**src/rtl/prog_timer.sv**
```systemverilog
// Programmable tick timer: prescaled tick, up/down count, terminal limit,
// one-shot or auto-reload operation, and pause.
module prog_timer #(
  parameter int TIMER_WIDTH = 16,
  parameter int CLK_FREQ    = 36_000_000,
  parameter int TICK_HZ     = 1
) (
  input  logic                   clk,
  input  logic                   rst,
  input  logic                   i_load,
  input  logic [TIMER_WIDTH-1:0] i_load_value,
  input  logic                   i_start,
  input  logic                   i_pause,
  input  logic                   i_mode_down,
  input  logic                   i_auto_reload,
  input  logic [TIMER_WIDTH-1:0] i_limit,
  output logic [TIMER_WIDTH-1:0] o_current_time,
  output logic                   o_tick,
  output logic                   o_expired,
  output logic                   o_running,
  output logic                   o_done
);

  localparam int PRESCALE = (TICK_HZ > 0) ? CLK_FREQ / TICK_HZ : 0;
  localparam int PW       = (PRESCALE > 1) ? $clog2(PRESCALE) : 1;
  localparam int PS_LAST  = PRESCALE - 1;
  localparam logic [PW-1:0] PS_LAST_V = PS_LAST[PW-1:0];

  generate
    if (TICK_HZ < 1 || PRESCALE < 1 || (CLK_FREQ % TICK_HZ) != 0) begin : g_bad_prescale
      $error("prog_timer: CLK_FREQ/TICK_HZ must be an integer >= 1");
    end
  endgenerate

  typedef enum logic [1:0] {IDLE, RUN, PAUSED, DONE} state_t;

  state_t                 state_reg, state_next;
  logic [TIMER_WIDTH-1:0] count_reg, count_next;
  logic [PW-1:0]          pre_reg, pre_next;
  logic                   down_reg, down_next;
  logic                   auto_reg, auto_next;
  logic [TIMER_WIDTH-1:0] limit_reg, limit_next;
  logic                   pend_reg, pend_next;   // next tick reloads instead of stepping
  logic                   tick_reg, tick_next;
  logic                   exp_reg, exp_next;

  logic [TIMER_WIDTH-1:0] start_base;
  logic [TIMER_WIDTH-1:0] start_term;
  logic [TIMER_WIDTH-1:0] step_val;
  logic [TIMER_WIDTH-1:0] run_term;
  logic [TIMER_WIDTH-1:0] reload_val;

  // State register with synchronous reset.
  always_ff @(posedge clk) begin
    if (rst) begin
      state_reg <= IDLE;
      count_reg <= '0;
      pre_reg   <= '0;
      down_reg  <= 1'b0;
      auto_reg  <= 1'b0;
      limit_reg <= '0;
      pend_reg  <= 1'b0;
      tick_reg  <= 1'b0;
      exp_reg   <= 1'b0;
    end else begin
      state_reg <= state_next;
      count_reg <= count_next;
      pre_reg   <= pre_next;
      down_reg  <= down_next;
      auto_reg  <= auto_next;
      limit_reg <= limit_next;
      pend_reg  <= pend_next;
      tick_reg  <= tick_next;
      exp_reg   <= exp_next;
    end
  end

  // Next-state logic: load beats start, start beats pause, pause beats ticking.
  always_comb begin
    state_next = state_reg;
    count_next = count_reg;
    pre_next   = pre_reg;
    down_next  = down_reg;
    auto_next  = auto_reg;
    limit_next = limit_reg;
    pend_next  = pend_reg;
    tick_next  = 1'b0;
    exp_next   = 1'b0;

    // A restart from DONE reloads the count; from IDLE the loaded count is kept.
    if (state_reg == DONE) start_base = i_mode_down ? i_limit : '0;
    else                   start_base = count_reg;
    start_term = i_mode_down ? '0 : i_limit;
    step_val   = down_reg ? count_reg - 1'b1 : count_reg + 1'b1;
    run_term   = down_reg ? '0 : limit_reg;
    reload_val = down_reg ? limit_reg : '0;

    if (i_load) begin
      count_next = i_load_value;
      pre_next   = '0;
      state_next = IDLE;
      pend_next  = 1'b0;
    end else begin
      case (state_reg)
        IDLE, DONE: begin
          if (i_start) begin
            count_next = start_base;
            pre_next   = '0;
            down_next  = i_mode_down;
            auto_next  = i_auto_reload;
            limit_next = i_limit;
            pend_next  = 1'b0;
            state_next = RUN;
            if (start_base == start_term) begin
              exp_next = 1'b1;
              if (i_auto_reload) pend_next = 1'b1;
              else               state_next = DONE;
            end
          end
        end
        default: begin
          // A cycle with pause low counts, including the cycle that leaves PAUSED.
          if (i_pause) begin
            state_next = PAUSED;
          end else begin
            state_next = RUN;
            if (pre_reg == PS_LAST_V) begin
              pre_next  = '0;
              tick_next = 1'b1;
              if (pend_reg) begin
                count_next = reload_val;
                pend_next  = 1'b0;
              end else begin
                count_next = step_val;
                if (step_val == run_term) begin
                  exp_next = 1'b1;
                  if (auto_reg) pend_next = 1'b1;
                  else          state_next = DONE;
                end
              end
            end else begin
              pre_next = pre_reg + 1'b1;
            end
          end
        end
      endcase
    end
  end

  assign o_current_time = count_reg;
  assign o_tick         = tick_reg;
  assign o_expired      = exp_reg;
  assign o_running      = (state_reg == RUN);
  assign o_done         = (state_reg == DONE);

endmodule
```
**config.mk**
```make
export PLATFORM = sky130hd
export DESIGN_NAME = prog_timer
export DESIGN_NICKNAME = d
export VERILOG_FILES = /design/src/rtl/prog_timer.sv
export SDC_FILE = /design/constraint.sdc
export NUM_CORES = 1
export LEC_CHECK = 0
export ABC_AREA = 1
export CORE_UTILIZATION = 61
export CTS_CLUSTER_DIAMETER = 40
export DETAILED_ROUTE_END_ITERATION = 8
export HOLD_SLACK_MARGIN = 0.03
export PLACE_DENSITY_LB_ADDON = 0.05
export SETUP_SLACK_MARGIN = 0.15
export SYNTH_ARGS = -nofsm -noshare
export SYNTH_HDL_FRONTEND = slang
export SYNTH_SLANG_ARGS = --single-unit
```
**constraint.sdc**
```tcl
create_clock -name clk -period 3.8 [get_ports clk]
set_input_delay 1.14 -clock clk [delete_from_list [all_inputs] [get_ports clk]]
set_output_delay 1.14 -clock clk [all_outputs]
set_load 0.005 [all_outputs]
```
Word-level counts from Yosys, hierarchy flattened
Cells that the tools add are included.
{ "word_totals": {"out_inout_bits": 20, "in_bits": 39, "regBits": 65, "n_memories": 0, "romBits": 0, "latchBits": 0, "mem_bits_rw": 0} }
{ "op_classes": {"order_cmp": 0, "add_sub_neg": 3, "mul": 0, "div_mod_pow": 0, "n_eq_ne": 9, "reduce_logical": 10, "muxes": 42, "n_shift": 0, "bitwise_logic": 1} }
{ "ops": {"columns": ["cell", "n"], "rows": [
  ["16-bit 2-to-1 mux", 12],
  ["26-bit 2-to-1 mux", 4],
  ["16-bit equality test", 2],
  ["26-bit by 1-bit adder with 26-bit output (second input constant)", 1],
  ["26-bit equality test (second input constant)", 1],
  ["2-bit 2-to-1 mux", 9],
  ["1-bit 2-to-1 mux", 17],
  ["16-bit by 1-bit adder with 16-bit output (second input constant)", 1],
  ["16-bit by 1-bit subtractor with 16-bit output (second input constant)", 1],
  ["3-bit AND reduction", 3],
  ["5-bit OR reduction", 1],
  ["2-bit OR reduction", 2],
  ["3-bit by 2-bit != test with 1-bit output (second input constant)", 1],
  ["3-bit != test (second input constant)", 1],
  ["3-bit nonzero test", 1],
  ["2-bit by 1-bit equality test with 1-bit output (second input constant)", 1],
  ["2-bit equality test (second input constant)", 1],
  ["2-bit zero test", 1],
  ["2-bit by 1-bit != test with 1-bit output (second input constant)", 1],
  ["2-bit != test (second input constant)", 1],
  ["2-bit AND reduction", 1],
  ["2-bit nonzero test", 1],
  ["1-bit NOT", 1]
]} }

Depth between registers and ports, before layout
Gate-level depths: netlist of the first run.
{ "logic_depth": {"ltp_word": 8, "mapped_depth": 20, "mapped_depth_nobuf": 19} }

Least setup slack after synthesis of the first run
No wires, ideal clock.
{ "synth_path": {"kind": "input to register", "start": "in i_mode_down", "end": "reg state_reg[1]", "cell_stages": 11, "slack_ns": 1.208, "arrival_time_ns": 2.519, "cell_sequence": "buf_2 -> nand2_1 -> o21ai_0 -> xor2_1 -> nor4_1 -> nand2_1 -> nor3_2 -> nand3_1 -> nand2_1 -> inv_1 -> a21oi_1"} }
{ "synth_between": {"elab_chain_cells": 6, "word_cells_on_any_way": 7, "cone_classes": "eq/ne: 1; mux: 6"} }
{ "synth_rtl": {"columns": ["item", "line_no", "text"], "rows": [
  ["start: declaration", "14", "input logic i_mode_down,"],
  ["16-bit 2-to-1 mux (2 in series)", "91", "if (state_reg == DONE) start_base = i_mode_down ? i_limit : '0;"],
  ["16-bit equality test (*)", "114", "if (start_base == start_term) begin"],
  ["2-bit 2-to-1 mux (*)", "114", null],
  ["2-bit 2-to-1 mux (*)", "106", "if (i_start) begin"],
  ["2-bit 2-to-1 mux (*)", "104", "case (state_reg)"],
  ["end signal: assignment", "66", "state_reg <= state_next;"],
  ["end: declaration", "37", "state_t state_reg, state_next;"]
]} }
Mark *: on every way between the ends. The rest lies on a longest branch, timed or not. The select of a mux whose other input is x is not followed.
A chain may end at the register's enable or synchronous reset.

Worst setup path in the final report of the first run
Same ends and word-level chain as after synthesis.

==> results of run 1 <==
## final cells by class
class / instances / area, µm²
clock inverters: 6 / 115
repair buffers: 67 / 648
fillers: 700 / 2150
inverters: 132 / 507
multi-input cells: 613 / 3190
clock buffers: 10 / 128
well taps: 105 / 131
flip-flops and latches: 65 / 1300
## metal layers
metal | GRT usage | part of all wire | vias to the layer above
met5 | 0 | 0 | -
met1 | 0.437 | 0.42 | 2668
met3 | 0.0577 | 0.062 | 53
met4 | 0.129 | 0.027 | 0
met2 | 0.686 | 0.50 | 246
li1 | - | - | 2850
## power groups by stage
stage                     registers, mW  logic (mW)  clock network (mW)
after detailed placement          0.763       0.541                   0
after global routing              0.751       0.617               0.760
after global placement            0.760       0.527                   0
after floorplan                   0.750       0.364                   0
after CTS                         0.747       0.546               0.733
final                             0.748       0.559               0.734
## path summary, 6_finish.rpt
| path | slack (ns) | cells past startpoint | startpoint | to |
|---|---|---|---|---|
| max | 0.67 | 12 | i_mode_down | state_reg[1] |
| min | 0.48 | 2 | pre_reg[2] | pre_reg[2] |
| max reg2reg | 0.68 | 17 | down_reg | state_reg[1] |
| min reg2reg | 0.48 | 2 | pre_reg[2] | pre_reg[2] |
## metrics by stage
step / utilization / hold slack, ns
6_report: 0.737 / 0.476
5_1_grt: 0.737 / 0.520
3_3_place_gp: 0.707 / 0.460
2_1_floorplan: - / 0.445
4_1_cts: 0.737 / 0.482
3_5_place_dp: 0.707 / 0.466
## cell usage in the layout (no fill, tap or decap), types with 4 or more instances in the layout
cell type,instances
clkdlybuf4s50_1,58
dfxtp_1,65
xor2_1,20
o21ai_0,65
nand2_1,198
ha_1,18
nand3_1,84
nor4_1,7
nor3_1,8
inv_1,126
o22ai_1,13
nor3b_1,4
buf_4,9
clkbuf_8,9
nand3b_1,6
nor3_2,4
nor2_1,72
o211ai_1,19
a21oi_1,51
nand4_1,9
## logic make-up after synthesis
family	after synthesis	share of synthesized area
xor+xnor	23	0.0394
simple gates	409	0.358
compound gates	162	0.178
flops	65	0.254
buf+inv	158	0.122
fa+ha+maj	19	0.0479
## cells in the mapped netlist, types with 2 or more instances
library cell    n  area, µm²
and2_1          2       12.5
nor2_4          3       33.8
a21oi_1        51        255
inv_1         126        473
nor4_1          7       43.8
nor3b_1         4       30.0
xor2_1         20        175
o221ai_1        3       26.3
o21bai_1        3       22.5
nor2_2          3       18.8
nand4_1         9       56.3
buf_2           9       45.0
nor3_2          4       40.0
ha_1           18        225
dfxtp_1        65       1300
o211ai_1       19        143
a211oi_1        3       22.5
nand3b_1        6       45.0
clkbuf_1       15       56.3
nor3_1          8       40.0
nand2_1       198        743
nand3_1        84        420
clkinv_1        2       7.51
nor2_1         72        270
o21a_1          2       15.0
a31oi_1         2       12.5
xnor2_1         3       26.3
o21ai_0        65        325
o22ai_1        13       81.3
nand2_2         3       18.8
## critical path, delay by kind of cell
family / cells / cell delay [ns]
AOI/OAI and AO/OA: 1 / 0.12
xor gates and xnor gates: 1 / 0.09
buffers and inverters: 4 / 0.99
and+or+nand+nor: 6 / 1.07
==> metrics.md, run 1 <==
| Metric | Value |
|---|---|
| VDD IR max | 0.000335 V |
| Placed insts | 982 |
| Initial core utilization | 0.626 |
| Core box area | 8180 µm² |
| Post-Syn Instances | 836 |
| Post-Synthesis Net Count | 894 |
| F_max | 319 MHz |
| Max FFs per register | 26 |
| PostCTS Resize Cnt | 0 |
| Comb pwr share | 0.274 |
| Fin. max-slew vios | 0 |
| Vias | 5817 |
| Pwr Total | 2.04 mW |
| Routability Congestion | 0.980 |
| Die W | 93.6 µm |
| Worst path slowest cell | clkdlybuf4s50_1 |
| Drt drc | 0 |
| TNS Setup | 0 ns |
| Net Sw Frac | 0.327 |
| Clock Latency Late Sink | 0.36 ns |
| Pwr Density | 339 nW/µm² |
| Port bufs | 58 |
| DR vias/cell | 5.83 |
| Root buffer cell | clkbuf_8 |
| Pre-CTS WS | 0.459 ns |
| Syn avg cell area | 6.12 µm² |
| Placed instance area | 5780 µm² |
| CTS tree | built |
| Detail Placement HPWL | 11.9 mm |
| Remaining antenna violation count after routing | 0 |
| Post-CTS Setup Bufs | 0 |
| Syn Std Cell Area | 5120 µm² |
| First-pass GRT wire length | 25.5 mm |
| RSZ-0062 raised after global routing | no |
| WS Path Type | in2reg |
| Row count | 33 |
| Final min period | 3.13 ns |
| Num Clock Sinks | 65 |
| Max-cap violations | 0 |
| Cell variety after synth | 44 |
| Share of flip-flops with an asynchronous set or reset | 0 |
| Layout cells sized above 1 | 0.0504 |
| Diode count | 0 |
| Most frequent CP cell | nand2_1 |
| Worst-margin pin slew | 0.721 ns |
| GRT overflow | 0 |
| PnR worst setup slack | 0.668 ns |
| CTS H-Tree Depth | 3 |
| Clock tree buffer depth | 2 |
| Number of synthesized flops with an enable pin | 0 |
| Drt wl/cell | 15.9 µm |
| Total GRT Usage | 0.373 |
| Initial DRC count | 579 |
| Crit share post-route | 0.824 |
| Nets | 946 |
| Clock group share of total power | 0.360 |
| Sequential group share of total power | 0.367 |
| Synth Register Bits | 65 |
| Reg clk slew, reported paths | 0.08 ns |
| Vias in the first global route | 5446 |
| Outcome | finished clean |
| Startpoint Class | input port |
| I/O pins | 59 |
| Top FF cell, synth | dfxtp_1 |
| Hold Path Class | reg2reg |
| Worst Clk Skew | 0.0105 ns |
| Headroom to the max-slew limit | 0.519 |
| Total CTS buffers | 9 |
| Internal Power | 1.37 mW |
| Routed WL | 15.8 mm |
| Fin. Hold Viols | 0 |
| Layout area overhead | 17.7% |
| Critical-path cell list | clkdlybuf4s50_1 > buf_4 > clkinv_1 > nand2_1 > xnor2_1 > nor4_1 > nand2_1 > nor3_2 > nand3_1 > nand2_1 > inv_1 > a21oi_1 |
| Post-Layout Cell Count | 998 |
| Worst EP required | 4.09 ns |
| Die height | 93.6 µm |
| Hold-fix buffer count after cts | 0 |
| Max FO, Critical Path | 18 |
| CP endpoint kind | flop |
| Drt pass-1 iters | 8 |
| Psw | 0.668 mW |
| Largest net degree at the start of global routing | 36 |
| Antenna violations before repair | 0 |
| CP Data Arrival Time | 3.42 ns |
| Die footprint | 8760 µm² |
| Yosys warns | 0 |
| Sequential share of the synthesized area | 0.254 |
| Fin area | 6020 µm² |
| Crit path largest cell delay | 0.48 ns |
| Final setup viols | 0 |
| Leakage | 2.66 nW |
Power figures use the tool's default switching activity.
==> inputs of run 2 (changes only) <==
--- a/config.mk
+++ b/config.mk
@@ -6,7 +6,7 @@
 export NUM_CORES = 1
 export LEC_CHECK = 0
 export ABC_AREA = 1
-export CORE_UTILIZATION = 61
+export CORE_UTILIZATION = 57
 export CTS_CLUSTER_DIAMETER = 40
 export DETAILED_ROUTE_END_ITERATION = 8
 export HOLD_SLACK_MARGIN = 0.03
==> constraint.sdc (replaced) <==
create_clock -name clk -period 3.1 [get_ports clk]
set_input_delay 0.93 -clock clk [delete_from_list [all_inputs] [get_ports clk]]
set_output_delay 0.93 -clock clk [all_outputs]
set_load 0.005 [all_outputs]
==> run 2 against run 1 <==
  * Combinational power increased by 24%
  * Clock-buffer cell count unchanged
  * Power is 18% higher
==> metrics.md, run 2 (synthesized netlist as in run 1, its figures left out) <==
| Metric | Value |
|---|---|
| CTS H-Tree Depth | 3 (unchanged) |
| Nets | 955 (+0.95%) |
| Core box area | 8720 µm² (+6.7%) |
| Die footprint | 9360 µm² (+6.9%) |
| Die W | 96.8 µm (+3.4%) |
| GRT overflow | 0 (unchanged) |
| Worst Clk Skew | 0.00847 ns (-0.00198 ns) |
| Root buffer cell | clkbuf_8 |
| CP Depth | 17 (+5) |
| Met1 Use GR | 0.411 (-0.0258) |
| CTS tree | built |
| Hold Path Class | reg2reg |
| Hold slack | 0.480 ns (+0.00432 ns) |
| Layout area overhead | 18.8% |
| Most common cell after layout, fill and taps aside | nand2_1 |
| Comb pwr share | 0.287 (+0.013) |
| Leakage | 2.69 nW (+1.3%) |
| Die height | 96.8 µm (+3.4%) |
| Post-CTS Setup Bufs | 0 (unchanged) |
| Fin. max-slew vios | 0 (unchanged) |
| Met3 Use GR | 0.0499 (-0.00787) |
| Final min period | 2.80 ns |
| Hold path depth | 2 (unchanged) |
| DR vias/cell | 5.70 (-2.2%) |
| Max-cap violations | 0 (unchanged) |
| Max FO, Critical Path | 11 (-7) |
| I/O pins | 59 (unchanged) |
| Outcome | finished clean |
| Pwr Density | 396 nW/µm² (+17%) |
| WS Path Type | reg2reg |
| Diode count | 0 (unchanged) |
| Psw | 0.800 mW (+20%) |
| TNS Setup | 0 ns (unchanged) |
| RSZ-0062 raised after global routing | yes |
| Internal Power | 1.61 mW (+17%) |
| Detail Placement HPWL | 12.1 mm (+1.5%) |
| Clock tree buffer depth | 2 (unchanged) |
| Remaining antenna violation count after routing | 0 (unchanged) |
| Startpoint Class | flop |
| Routability Congestion | 0.915 (-6.6%) |
| Critical-path cell list | buf_4 > fa_1 > nand2_1 > nand2_1 > nand3_1 > nand2_1 > nand2_1 > nand3b_1 > nand2_1 > nor2_1 > nor2_1 > nand2_1 > nor2_1 > nand4_1 > nand2_1 > nand2_1 > a21oi_1 |
| Headroom to the max-slew limit | 0.556 (+0.0377) |
| Crit share post-route | 0.904 |
| Worst path slowest cell | fa_1 |
| Clock Latency Late Sink | 0.34 ns (-0.02 ns) |
| M2 GR Usage | 0.582 (-0.104) |
| Drt pass-1 iters | 6 (-2) |
| Fin. Hold Viols | 0 (unchanged) |
| Row count | 34 (+3.0%) |
| CP Buf/Inv Count | 1 (-3) |
| Reg clk slew, reported paths | 0.07 ns (about the same) |
| Antenna violations before repair | 0 (unchanged) |
| Most frequent CP cell | nand2_1 |
| VDD IR max | 0.000327 V (-2.5%) |
| Final setup viols | 0 (unchanged) |
| Initial core utilization | 0.587 (-0.0392) |
| CP Data Arrival Time | 3.07 ns (-0.35 ns) |
| Sequential group share of total power | 0.379 (+0.012) |
| Vias | 5756 (-1.0%) |
| Max FFs per register | 26 (unchanged) |
| Layout cells sized above 1 | 0.0621 (+0.0117) |
| Drt wl/cell | 15.3 µm (-3.5%) |
| CP endpoint kind | flop |
| Net Sw Frac | 0.332 (+0.00486) |
| Initial DRC count | 539 (-6.9%) |
| Worst-margin pin slew | 0.665 ns (-0.0564 ns) |
| Most frequent cells in the layout | nand2_1, inv_1, nand3_1, nor2_1, o21ai_0 |
| Vias in the first global route | 5398 (-0.88%) |
| Fillcell total | 784 (+12%) |
| First-pass GRT wire length | 25.4 mm (-0.49%) |
| Drt drc | 0 (unchanged) |
| Num Clock Sinks | 65 (unchanged) |
| Total CTS buffers | 9 (unchanged) |
| Port bufs | 58 (unchanged) |
| Worst R2R Setup Slack | 0.30 ns (-0.38 ns) |
| Total GRT Usage | 0.334 (-0.0396) |
| Delay-heaviest family, CP | simple AND/OR/NAND/NOR gates |
| Largest net degree at the start of global routing | 36 (unchanged) |
| Clock group share of total power | 0.334 (-0.026) |
| Worst EP required | 3.37 ns (-0.72 ns) |
| Gr busiest metal | met2 |
| PostCTS Resize Cnt | 0 (unchanged) |
| F_max | 357 MHz |
| Routed WL | 15.5 mm (-2.3%) |
| Worst r2r path cells | 17 (unchanged) |
| Hold-fix buffer count after cts | 0 (unchanged) |
| Crit path largest cell delay | 0.44 ns (-0.04 ns) |
[run 2: cell count changes in the layout (fill, tap and decap cells not counted), sizes merged]
cell,change
buf,+9
bufinv,-1
clkinv,+1
clkinvlp,+1
inv,-1
[run 2: layout make-up]
type	instances	area, µm²	share of cell area
inverter	132	507	0.0833
sequential	65	1300	0.214
clock buffer	10	128	0.0210
multi-input combinational	613	3200	0.526
timing repair buffer	76	719	0.118
tap	108	135	0.0222
clock inverter	6	92.6	0.0152
[run 2: path summary, 6_finish.rpt]
check,startpoint,end
setup / recovery,down_reg,state_reg[1]
hold / removal,pre_reg[2],pre_reg[2]
setup reg to reg,down_reg,state_reg[1]
hold reg to reg,pre_reg[2],pre_reg[2]
[run 2: stage by stage]
stage	cell area [µm²]	setup WS [ns]	cells	total power [mW]	utilization
after floorplan	5120	0.718	836	1.37	-
after global placement	5850	0.0830	994	1.59	0.671
after detailed placement	5850	0.0233	994	1.61	0.671
after CTS	6070	0.167	1010	2.40	0.696
after global routing	6080	0.101	1010	2.54	0.697
final	6080	0.297	1010	2.41	0.697
[run 2: worst reg2reg max path: cells and delay by family (launching register included)]
kind / cells / cell delay [ns]
AND/OR/NAND/NOR: 14 / 1.55
buffers and inverters: 1 / 0.20
AO/OA/AOI/OAI: 1 / 0.12
flip-flops: 1 / 0.41
adder cells (fa/ha/maj): 1 / 0.44
[run 2: per-layer routing]
layer  share of wire  wire (µm)  vias to the layer above
met4           0.038        590                        0
li1                -          -                     2874
met1            0.42       6560                     2588
met3           0.061        951                       47
met2            0.48       7370                      247
met5               0          0                        -
[run 2: power groups by stage]
stage                     clock network, mW  registers [mW]  logic (mW)
after floorplan                           0           0.919       0.446
after global placement                    0           0.929       0.663
after detailed placement                  0           0.931       0.675
after CTS                             0.810           0.911       0.678
after global routing                  0.854           0.916       0.768
final                                 0.805           0.913       0.692
